==> config.mk <==
export PLATFORM = sky130hd
export DESIGN_NAME = seg7_scan_driver
export DESIGN_NICKNAME = d
export VERILOG_FILES = /design/src/rtl/seg7_pkg.sv /design/src/rtl/seg7_glyph_decode.sv /design/src/rtl/seg7_scan_driver.sv
export SDC_FILE = /design/constraint.sdc
export NUM_CORES = 1
export LEC_CHECK = 0
export ABC_AREA = 1
export CORE_MARGIN = 3
export CORE_UTILIZATION = 50
export CTS_BUF_LIST = sky130_fd_sc_hd__clkbuf_2
export DETAILED_ROUTE_END_ITERATION = 8
export PLACE_DENSITY = 0.77
export SYNTH_ARGS = -nofsm -noshare
export SYNTH_HDL_FRONTEND = slang
export SYNTH_SLANG_ARGS = --single-unit
==> constraint.sdc <==
create_clock -name clk -period 1.8 [get_ports clk]
set_input_delay 0.18 -clock clk [delete_from_list [all_inputs] [get_ports clk]]
set_output_delay 0.18 -clock clk [all_outputs]
set_load 0.01 [all_outputs]
==> src/rtl/seg7_pkg.sv <==
// Shared glyph constants, scan state encoding and the code-to-glyph function
// used by the seven-segment scan driver. All glyphs are active-low {a,b,c,d,e,f,g}.
package seg7_pkg;

    localparam logic [6:0] SEG_0    = 7'b0000001;
    localparam logic [6:0] SEG_1    = 7'b1001111;
    localparam logic [6:0] SEG_2    = 7'b0010010;
    localparam logic [6:0] SEG_3    = 7'b0000110;
    localparam logic [6:0] SEG_4    = 7'b1001100;
    localparam logic [6:0] SEG_5    = 7'b0100100;
    localparam logic [6:0] SEG_6    = 7'b0100000;
    localparam logic [6:0] SEG_7    = 7'b0001111;
    localparam logic [6:0] SEG_8    = 7'b0000000;
    localparam logic [6:0] SEG_9    = 7'b0000100;
    localparam logic [6:0] SEG_A    = 7'b0001000;
    localparam logic [6:0] SEG_B    = 7'b1100000;
    localparam logic [6:0] SEG_C    = 7'b0110001;
    localparam logic [6:0] SEG_D    = 7'b1000010;
    localparam logic [6:0] SEG_E    = 7'b0110000;
    localparam logic [6:0] SEG_F    = 7'b0111000;
    localparam logic [6:0] SEG_DASH = 7'b1111110;
    localparam logic [6:0] SEG_OFF  = 7'b1111111;

    typedef enum logic [1:0] {
        OFF,
        GAP,
        DRIVE
    } scan_state_t;

    function automatic logic [6:0] seg7_glyph(input logic [3:0] code, input logic hex_mode);
        logic [6:0] g;
        case (code)
            4'd0:    g = SEG_0;
            4'd1:    g = SEG_1;
            4'd2:    g = SEG_2;
            4'd3:    g = SEG_3;
            4'd4:    g = SEG_4;
            4'd5:    g = SEG_5;
            4'd6:    g = SEG_6;
            4'd7:    g = SEG_7;
            4'd8:    g = SEG_8;
            4'd9:    g = SEG_9;
            4'd10:   g = hex_mode ? SEG_A : SEG_DASH;
            4'd11:   g = hex_mode ? SEG_B : SEG_DASH;
            4'd12:   g = hex_mode ? SEG_C : SEG_DASH;
            4'd13:   g = hex_mode ? SEG_D : SEG_DASH;
            4'd14:   g = hex_mode ? SEG_E : SEG_DASH;
            default: g = hex_mode ? SEG_F : SEG_DASH;
        endcase
        return g;
    endfunction

endpackage

==> src/rtl/seg7_glyph_decode.sv <==
// Combinational 4-bit code to active-low seven-segment glyph lookup.
// Codes 10-15 render as hex letters or as a dash depending on HEX_MODE.
module seg7_glyph_decode
    import seg7_pkg::*;
#(
    parameter bit HEX_MODE = 1'b0
) (
    input  logic [3:0] code,
    output logic [6:0] seg
);

    assign seg = seg7_glyph(code, HEX_MODE);

endmodule

==> src/rtl/seg7_scan_driver.sv <==
// Time-multiplexed N-digit common-anode display driver: each digit slot is a
// dark anti-ghosting gap followed by a drive phase; outputs are registered.
//   state | meaning
//   OFF   | display dark, waiting for enable; counters and index held at 0
//   GAP   | first GAP_CYCLES cycles of a slot, all anodes off
//   DRIVE | remainder of the slot, anode idx on with its glyph
module seg7_scan_driver
    import seg7_pkg::*;
#(
    parameter int NUM_DIGITS   = 4,
    parameter int DIGIT_CYCLES = 100000,
    parameter int GAP_CYCLES   = 2,
    parameter bit HEX_MODE     = 1'b0,
    parameter bit LZ_BLANK     = 1'b1
) (
    input  logic                    clk,
    input  logic                    reset,
    input  logic                    enable,
    input  logic [4*NUM_DIGITS-1:0] digits_in,
    input  logic [NUM_DIGITS-1:0]   dp_in,
    output logic [6:0]              seg,
    output logic                    dp,
    output logic [NUM_DIGITS-1:0]   an,
    output logic                    frame_done
);

    localparam int CW = $clog2(DIGIT_CYCLES);
    localparam int IW = (NUM_DIGITS > 1) ? $clog2(NUM_DIGITS) : 1;
    localparam logic [CW-1:0] CNT_LAST = CW'(DIGIT_CYCLES - 1);
    localparam logic [CW-1:0] GAP_LAST = CW'(GAP_CYCLES - 1);
    localparam logic [IW-1:0] IDX_LAST = IW'(NUM_DIGITS - 1);

    scan_state_t             state, state_nxt;
    logic [CW-1:0]           cnt, cnt_nxt;
    logic [IW-1:0]           idx, idx_nxt;
    logic                    snap_load;
    logic [4*NUM_DIGITS-1:0] snap_digits;
    logic [NUM_DIGITS-1:0]   snap_dp;
    logic [NUM_DIGITS-1:0]   blank;
    logic                    zero_run;
    logic [3:0]              code_sel;
    logic [6:0]              glyph;

    always_ff @(posedge clk or posedge reset) begin
        if (reset) begin
            state       <= OFF;
            cnt         <= '0;
            idx         <= '0;
            snap_digits <= '0;
            snap_dp     <= '0;
        end else begin
            state <= state_nxt;
            cnt   <= cnt_nxt;
            idx   <= idx_nxt;
            if (snap_load) begin
                snap_digits <= digits_in;
                snap_dp     <= dp_in;
            end
        end
    end

    // The snapshot is reloaded on every entry to GAP(0): from OFF or on frame wrap.
    always_comb begin
        state_nxt = state;
        cnt_nxt   = cnt;
        idx_nxt   = idx;
        snap_load = 1'b0;
        if (!enable) begin
            state_nxt = OFF;
            cnt_nxt   = '0;
            idx_nxt   = '0;
        end else begin
            case (state)
                OFF: begin
                    state_nxt = GAP;
                    cnt_nxt   = '0;
                    idx_nxt   = '0;
                    snap_load = 1'b1;
                end
                GAP: begin
                    cnt_nxt = cnt + 1'b1;
                    if (cnt == GAP_LAST) state_nxt = DRIVE;
                end
                DRIVE: begin
                    if (cnt == CNT_LAST) begin
                        cnt_nxt   = '0;
                        state_nxt = GAP;
                        if (idx == IDX_LAST) begin
                            idx_nxt   = '0;
                            snap_load = 1'b1;
                        end else begin
                            idx_nxt = idx + 1'b1;
                        end
                    end else begin
                        cnt_nxt = cnt + 1'b1;
                    end
                end
                default: state_nxt = OFF;
            endcase
        end
    end

    // Walk down from the top digit; blanking ends at the first nonzero code or set dp.
    always_comb begin
        blank    = '0;
        zero_run = LZ_BLANK;
        for (int i = NUM_DIGITS - 1; i > 0; i--) begin
            zero_run = zero_run && (snap_digits[4*i +: 4] == 4'd0) && !snap_dp[i];
            blank[i] = zero_run;
        end
    end

    assign code_sel = snap_digits[{idx, 2'b00} +: 4];

    seg7_glyph_decode #(
        .HEX_MODE(HEX_MODE)
    ) u_glyph (
        .code(code_sel),
        .seg (glyph)
    );

    always_ff @(posedge clk or posedge reset) begin
        if (reset) begin
            an         <= '1;
            seg        <= SEG_OFF;
            dp         <= 1'b1;
            frame_done <= 1'b0;
        end else if (!enable || state != DRIVE) begin
            an         <= '1;
            seg        <= SEG_OFF;
            dp         <= 1'b1;
            frame_done <= 1'b0;
        end else begin
            an         <= ~(NUM_DIGITS'(1) << idx);
            seg        <= blank[idx] ? SEG_OFF : glyph;
            dp         <= ~snap_dp[idx];
            frame_done <= (idx == IDX_LAST) && (cnt == CNT_LAST);
        end
    end

endmodule

# Word-level counts from Yosys, hierarchy flattened
# Memory sizes are Yosys's and may differ from the RTL's.
# Cells that the tools add are included.
# totals
mem_bits_ro	112
output_inout_bits	13
n_memories	1
word_cells	68
register_bits	54
# memory_table
name	depth	word_bits	rd	rd_clocked_by_memory_dff	wr	line_no	rtl
(name not given)	16	7	1	0	0	seg7_pkg.sv:32	case (code)
# classes
n_reduce_logical	17
addsub	2
n_shift	2
n_lt_le_gt_ge	1
bitwise	2
eq_ne	10
n_mux	24
# op_table
operator	count
$pmux 17 s3	1
$mux 17	2
$add 17x1->17 const B	1
$eq 17x1->1 const B	1
$eq 17x17->1 const B	1
$shiftx 16x5->4	1
$mux 7	2
$logic_not 4->1	3
$mux 2	6
$mux 1	7
$logic_and 1x1->1	6
$ne 3x3->1 const B	2
$pmux 2 s3	1
$bmux 1 s2	2
$eq 2x2->1 const B	2
$logic_not 1->1	4
$mux 4	1
$ne 4x1->1 const B	1
$not 4->4	1
$pmux 2 s2	1
$reduce_and 2->1	2
$shl 1x2->4 const A	1
$lt 2x3->1 const B	1
$ne 3x1->1 const B	1
7 further kinds	7

# Logic depth before layout (Yosys ltp)
# Gate-level depths: netlist of the first run.
# depth
word_depth	10
depth_mapped	11
depth_no_buf	10

# Modules after synthesis
# Synthesis of the first run repeated with hierarchy kept, for this count alone.
# hier_totals
cells_unflattened	423
hier_area_um2	3135.5
# by_module_without_submodules
module	cells_per_inst	instances	area_each_um2
seg7_scan_driver	388	1	2949.1
seg7_glyph_decode	35	1	186.4

# Least setup slack after synthesis of the first run
# OpenSTA, ideal clock, no wires.
# synth_path
path_type	register to register
start	reg idx[0]
end	reg seg[2]
t_arrival_ns	1.686
path_buffers	2
synth_period_minus_slack_ns	1.750
stages_incl_launch_ff	12
setup_ns	0.064
path_slack_ns	0.050
t_required_ns	1.736
path_cell_list	dfrtp_1 buf_2 buf_2 nand2_1 o211ai_1 nand2_1 inv_1 ha_1 or2_2 nand2_1 nand2_1 nand3_1
# synth_between
elab_chain_len	4
word_cells_on_any_way	6
classes_between	shift: 1; mux: 4; memory: 1
# synth_rtl
element	line_no	rtl
start: declaration	seg7_scan_driver.sv:35	logic [IW-1:0] idx, idx_nxt;
start signal: assignment	seg7_scan_driver.sv:54	idx <= idx_nxt;
$shiftx 16x5->4 / $bmux 1 s2 (equally long branches)	seg7_scan_driver.sv:113, seg7_scan_driver.sv:135	
$mem_v2 16x7 / $mux 1 (equally long branches)	--	
$mux 7 (*)	seg7_scan_driver.sv:135	seg <= blank[idx] ? SEG_OFF : glyph;
$mux 7 (*)	seg7_scan_driver.sv:128	end else if (!enable || state != DRIVE) begin
end signal: assignment	seg7_scan_driver.sv:135	
end: declaration	seg7_scan_driver.sv:21	output logic [6:0] seg,
# Every way passes the cells marked *; elsewhere a longest branch is shown, timed or not. The select of a mux whose other input is x is not followed.
# A chain may end at the register's enable or synchronous reset.

# Worst setup path in the final report of the first run
# layout_path
start	reg dp
end	out dp
# layout_lines
element	line_no	rtl
start: declaration	seg7_scan_driver.sv:22	output logic dp,
start signal: assignment	seg7_scan_driver.sv:136	dp <= ~snap_dp[idx];
# No word-level cell between the ends.

==> flow_summary.yaml, run 1 <==
outcome:
  status: "complete, no violations"
critical_path:
  worstSetupEndpoint: "dp"
  max_stage_delay_ns: 0.58
  worstPathMaxFanout: 1
  r2r_cells: 10
  cp_cell_sequence: "clkdlybuf4s50_1"
  critPathRequiredTime_ns: 1.62
  crit_buf_inv: 1
  worstSetupPathDepth: 1
  cp-end-kind: "primary output"
  startpoint: "dp"
  startpoint_type: "flip-flop"
  critPathSlowestCell: "dfstp_2"
  crit_family: "flip-flops"
  arrival_ns: 1.55
  regToRegStartpoint: "idx[0]"
  r2r_end: "seg[2]"
  worstSetupPathType: "reg -> out"
  reg2reg_slack_ns: 0.10
final_layout:
  final_layout_size_suffix_gt1_share_pct: 15.52
  syn2layout_area_growth_pct: 21.02
  final_common_cell: "nand2_1"
  fin_area_sq_um: 3796
  final_cell_mix: "nand2_1 (145), dfrtp_1 (40), inv_1 (38)"
  fill_cells: 523
  fin_nets: 501
  n_antenna_cell: 0
route:
  wl_per_cell_microns: 12.19
  drc: 0
  vias: 2769
  postRouteAntennaNets: 0
  drtIter0Drc: 162
  dr.pass1.iters: 5
  wl_microns: 6569
  viasPerCell: 5.137
global_route:
  grt_start_max_net_pins: 55
  grt-ovfl-total: 0
  grt_util_all_layers_pct: 19.68
  grt_pass1_vias: 2642
  antenna_found_initial: 0
  grt_pass1_wl_microns: 11720
pwr:
  combPwrFrac_pct: 46.9
  p_clk_share_pct: 11.8
  switching_share_pct: 41.69
  seqPwrFrac_pct: 41.3
  ir_drop_mv: 0.6439
  p_sw_w: 0.001718
  leakage_nw: 1.836
  power.density_nw_per_um2: 1085
  internal_power_w: 0.002402
logic_synthesis:
  synth_fp_nets: 445
  ys_seq_area_share_pct: 43.56
  yosys.cell_types.count: 35
  synth.avg_cell_area_sq_um: 7.707
  synth_area_sq_um: 3137
  ys_warn_count: 0
  synth_seq_cells: 54
  netlist_instances: 407
min_path:
  hp-class: "in -> async"
floorplanning:
  core-area_sq_um: 5991
  num_rows: 28
  die_w_microns: 85.21
  initial_core_util_pct: 52.36
  die_h_microns: 85.21
  dieArea_sq_um: 7260
  io_pins: 36
clock_network:
  cts_tree: "built"
  htreeDepth: 2
  cts_sinks: 54
  clockRootBuffer: "clkbuf_2"
  cts_buffer_depth: 2
  clock_latency_ns: 0.46
  clk_pin_slew_worst_paths_ns: 0.28
  cts-buffers-inserted: 5
sta:
  grt_setup_unrepaired: "yes"
  clock.fmax_mhz: 579.7
  min_period_ns: 1.725
  tightest_slew_ns: 0.4107
  slew_violations: 0
  fin_crit_sh_pct: 95.84
  hold_ws_ns: 0.02910
  hold_viol: 0
  setup_viol: 0
  finalClockSkew_ns: 0.02382
  relSlewSlack_pct: 72.41
placed_design:
  io_buffer_count: 35
  gp_congestion: 0.9380
  placed_area_sq_um: 3675
  hpwl_microns: 4983
run:
  maxCapViolCount: 0
-- stage by stage --
step | instances | setup WS [ns] | total power (W) | TNS (ns) | utilization [%]
2_1_floorplan | 407 | 0.05015 | 0.003005 | 0 | -
3_3_place_gp | 527 | 0.1517 | 0.003493 | 0 | 61.34
3_5_place_dp | 527 | 0.09733 | 0.003559 | 0 | 61.34
4_1_cts | 535 | 0.03173 | 0.004059 | 0 | 62.09
5_1_grt | 539 | -0.004904 | 0.004488 | -0.005963 | 63.37
6_report | 539 | 0.07493 | 0.004120 | 0 | 63.37
-- power groups by stage --
stage / Combinational (W) / Sequential [W] / Clock (W)
floorplan: 0.00133 / 0.00167 / 0
global placement: 0.00178 / 0.00172 / 0
detailed placement: 0.00184 / 0.00172 / 0
CTS: 0.00184 / 0.00170 / 0.000518
global route: 0.00219 / 0.00173 / 0.000561
finish: 0.00193 / 0.00170 / 0.000487
-- routing by layer --
metal  wire length [microns]  global-route usage [%]
met5                       0                       0
met4                     125                   6.619
met3                     443                   4.078
met2                    2924                   30.44
met1                    3075                   27.64
-- area by class of cell --
type	count	area, sq um	share of cell area (%)
Multi-Input combinational cell	301	1541	40.61
Sequential cell	54	1369	36.06
Timing Repair Buffer	58	584.3	15.39
Inverter	43	162.7	4.285
Tap cell	75	93.84	2.472
Clock buffer	5	25.02	0.6592
Clock inverter	3	20.02	0.5274
-- cells in the mapped netlist --
library cell / n / area [sq um]
clkinv_2: 1 / 5.000
nor2_1: 39 / 146.4
nand3_1: 36 / 180.2
o22ai_1: 1 / 6.260
nor3_1: 5 / 25.02
nand2_1: 145 / 544.3
a21oi_1: 3 / 15.01
nor2_2: 1 / 6.260
nand3_4: 1 / 17.52
buf_4: 2 / 15.01
inv_1: 40 / 150.1
o2111ai_1: 1 / 8.760
xnor2_1: 2 / 17.52
and2_0: 1 / 6.260
buf_6: 4 / 45.04
nand2_2: 3 / 18.77
o21ai_2: 10 / 87.58
o21ai_1: 2 / 10.01
or2_2: 1 / 6.260
dfstp_2: 12 / 315.3
nand4_1: 10 / 62.56
clkbuf_1: 1 / 3.750
ha_1: 15 / 187.7
dfrtp_1: 42 / 1051
o21ai_0: 9 / 45.04
nand3_2: 1 / 10.01
clkinv_1: 1 / 3.750
nor2_4: 2 / 22.52
o21bai_1: 1 / 7.510
o211ai_1: 2 / 15.01
nand2_4: 2 / 22.52
buf_2: 2 / 10.01
xor2_1: 4 / 35.03
inv_2: 1 / 3.750
nand3b_1: 4 / 30.03
-- flip-flops by register name, indices dropped and copies added, names as in the netlist --
name and cells:
an 4, cnt 17, dp 1, frame_done 1, idx 2, seg 7, snap_digits 16, snap_dp 4
state 2
-- worst min-delay path, stage by stage --
cell             delay (ns)
clkdlybuf4s50_1        0.41
inv_2                  0.07
buf_12                 0.26
-- worst min path at each step --
stage             startpoint               to  slack [ns]  cells past startpoint
3_5_place_dp      snap_dp[0]       snap_dp[0]        0.51                      2
6_report               reset   snap_digits[5]        0.03                      3
4_1_cts                reset   snap_digits[5]        0.03                      3
3_3_place_gp        state[1]         state[1]        0.50                      2
5_1_grt                reset  snap_digits[11]        0.02                      3
2_1_floorplan  digits_in[15]  snap_digits[15]        0.29                      2
-- what timing repair did --
| action | in CTS | in global routing |
|---|---|---|
| gates resized for setup | 0 | 15 |
| hold buffers | 0 | 0 |
| endpoints found under the setup margin | 0 | 31 |
| buffers inserted | 0 | 4 |
-- logic make-up after synthesis --
| group | count (synthesis) | share of synthesized area, % |
|---|---|---|
| flip-flops | 54 | 43.56 |
| AO/OA/AOI/OAI | 29 | 6.222 |
| buffers and inverters | 52 | 7.538 |
| XOR/XNOR | 6 | 1.675 |
| adder cells (fa/ha/maj) | 15 | 5.983 |
| AND/OR/NAND/NOR | 251 | 35.02 |
No activity file was read; power rests on OpenSTA's default activity.
==> run 2: changes to the inputs <==
- PLACE_DENSITY: 0.77 -> 0.74
- clock period: 1.8 -> 2.1 ns (I/O delays scaled with it)
==> flow_summary.yaml, run 2 (same netlist as run 1, synthesis figures left out) <==
outcome:
  status: "complete, no violations"
sta:
  hold_ws_ns: 0.1592
  grt_setup_unrepaired: "no"
  slew_violations: 0
  tightest_slew_ns: 0.6987
  clock.fmax_mhz: 525.1
  fin_crit_sh_pct: 90.68
  setup_viol: 0
  min_period_ns: 1.904
  tns_ns: 0
  hold_viol: 0
  relSlewSlack_pct: 53.35
  finalClockSkew_ns: 0.01350
  worst_slack_ns: 0.1956
global_route:
  antenna_found_initial: 0
  grt_busiest_layer: "met1"
  grtUsageMet3_pct: 3.010
  grt_start_max_net_pins: 36
  met1_usage_pct: 30.05
  grt_util_all_layers_pct: 19.46
  use_met2_pct: 28.67
  grt-ovfl-total: 0
  grt_pass1_wl_microns: 11590
  grt_pass1_vias: 2494
clock_network:
  htreeDepth: 2
  cts_sinks: 54
  cts_setup_buffers: 0
  cts_tree: "built"
  clk_pin_slew_worst_paths_ns: 0.27
  clockRootBuffer: "clkbuf_2"
  cts_buffer_depth: 2
  clock_latency_ns: 0.44
  cts-buffers-inserted: 5
final_layout:
  utilization_pct: 61.17
  final_common_cell: "nand2_1"
  largest_reg_flops: 17
  syn2layout_area_growth_pct: 16.83
  reg_top3: "cnt (17), snap_digits (16), seg (7)"
  final_layout_size_suffix_gt1_share_pct: 12.39
  multi_input_area_sq_um: 1543
  regArea_sq_um: 1368
  n_antenna_cell: 0
  final_cell_mix: "nand2_1 (145), dfrtp_1 (41), inv_1 (39), nor2_1 (39), nand3_1 (36)"
  fill_cells: 566
  top_register: "cnt"
  fin_nets: 489
critical_path:
  critPathRequiredTime_ns: 2.50
  cpMostUsedCell: "nand2_1"
  cp_cell_sequence: "buf_4, nand2_1, nand3_1, nand2_1, inv_1, ha_1, or2_2, nand2_1, nand2_1, nand3_1"
  crit_buf_inv: 2
  worstPathMaxFanout: 16
  crit_family: "simple AND/OR/NAND/NOR gates"
  max_stage_delay_ns: 0.57
  worstSetupPathType: "reg -> reg"
  arrival_ns: 2.31
  critPathSlowestCell: "dfrtp_2"
  startpoint_type: "flip-flop"
  cp-end-kind: "flip-flop"
pwr:
  seqPwrFrac_pct: 42.5
  combPwrFrac_pct: 42.3
  power.density_nw_per_um2: 941.0
  p_clk_share_pct: 15.2
  p_sw_w: 0.001434
  leakage_nw: 1.782
  power.total_w: 0.003449
  switching_share_pct: 41.58
  ir_drop_mv: 0.5574
  internal_power_w: 0.002015
route:
  wl_microns: 6671
  wl_per_cell_microns: 12.66
  dr.pass1.iters: 5
  vias: 2740
  drc: 0
  drtIter0Drc: 216
  postRouteAntennaNets: 0
  viasPerCell: 5.199
floorplanning:
  dieArea_sq_um: 7260
  io_pins: 36
  die_w_microns: 85.21
  core-area_sq_um: 5991
  initial_core_util_pct: 52.36
  num_rows: 28
  die_h_microns: 85.21
placed_design:
  io_buffer_count: 35
  pre_cts_ws_ns: 0.1696
  hpwl_microns: 4990
  gp_congestion: 0.9510
min_path:
  hp-class: "in -> async"
run:
  maxCapViolCount: 0
==> run 2: cell types whose count changed in the layout (fill, tap and decap cells not counted), moves of 3 or more <==
cell,delta
buf_4,-6
buf_12,-3
buf_6,-3
clkdlybuf4s50_1,+5
dlymetal6s2s_1,-5
==> run 2: repair_timing <==
action                     in CTS  in global routing
setup endpoints to repair       0                 24
gates resized for setup         0                  2
hold buffers                    0                  0
hold endpoints to repair        0                  0
==> run 2: per-layer routing <==
metal | share of wire, % | up-vias
met3 | 5.7 | 7
li1 | - | 1375
met2 | 44 | 93
met1 | 49 | 1265
met4 | 1.2 | 0
met5 | 0 | -
==> run 2: area by class of cell <==
type / count / area share [%]
Clock buffer: 5 / 0.6828
Clock inverter: 3 / 1.093
Inverter: 43 / 4.438
Multi-Input combinational cell: 301 / 42.10
Sequential cell: 54 / 37.32
Tap cell: 75 / 2.561
Timing Repair Buffer: 46 / 11.81
==> run 2: worst paths after layout <==
kind	from	to	slack (ns)	cells past startpoint
worst max-delay path	idx[0]	seg[2]	0.20	10
worst min-delay path	reset	snap_digits[11]	0.16	2
worst max register to register	idx[0]	seg[2]	0.20	10
worst min register to register	snap_digits[1]	snap_digits[1]	0.56	2
max in group asynchronous	reset	cnt[11]	1.34	3
min in group clk	digits_in[6]	snap_digits[6]	0.27	3
==> run 2: power groups by stage <==
stage	registers, W	logic [W]	clock network [W]
finish	0.00147	0.00146	0.000523
global route	0.00150	0.00166	0.000580
CTS	0.00146	0.00145	0.000543
detailed placement	0.00148	0.00144	0
global placement	0.00148	0.00140	0
floorplan	0.00143	0.00114	0
==> run 2: through the flow <==
stage               area (sq um)  instances
floorplan                   3137        407
global placement            3590        519
detailed placement          3590        519
CTS                         3655        527
global route                3665        527
finish                      3665        527
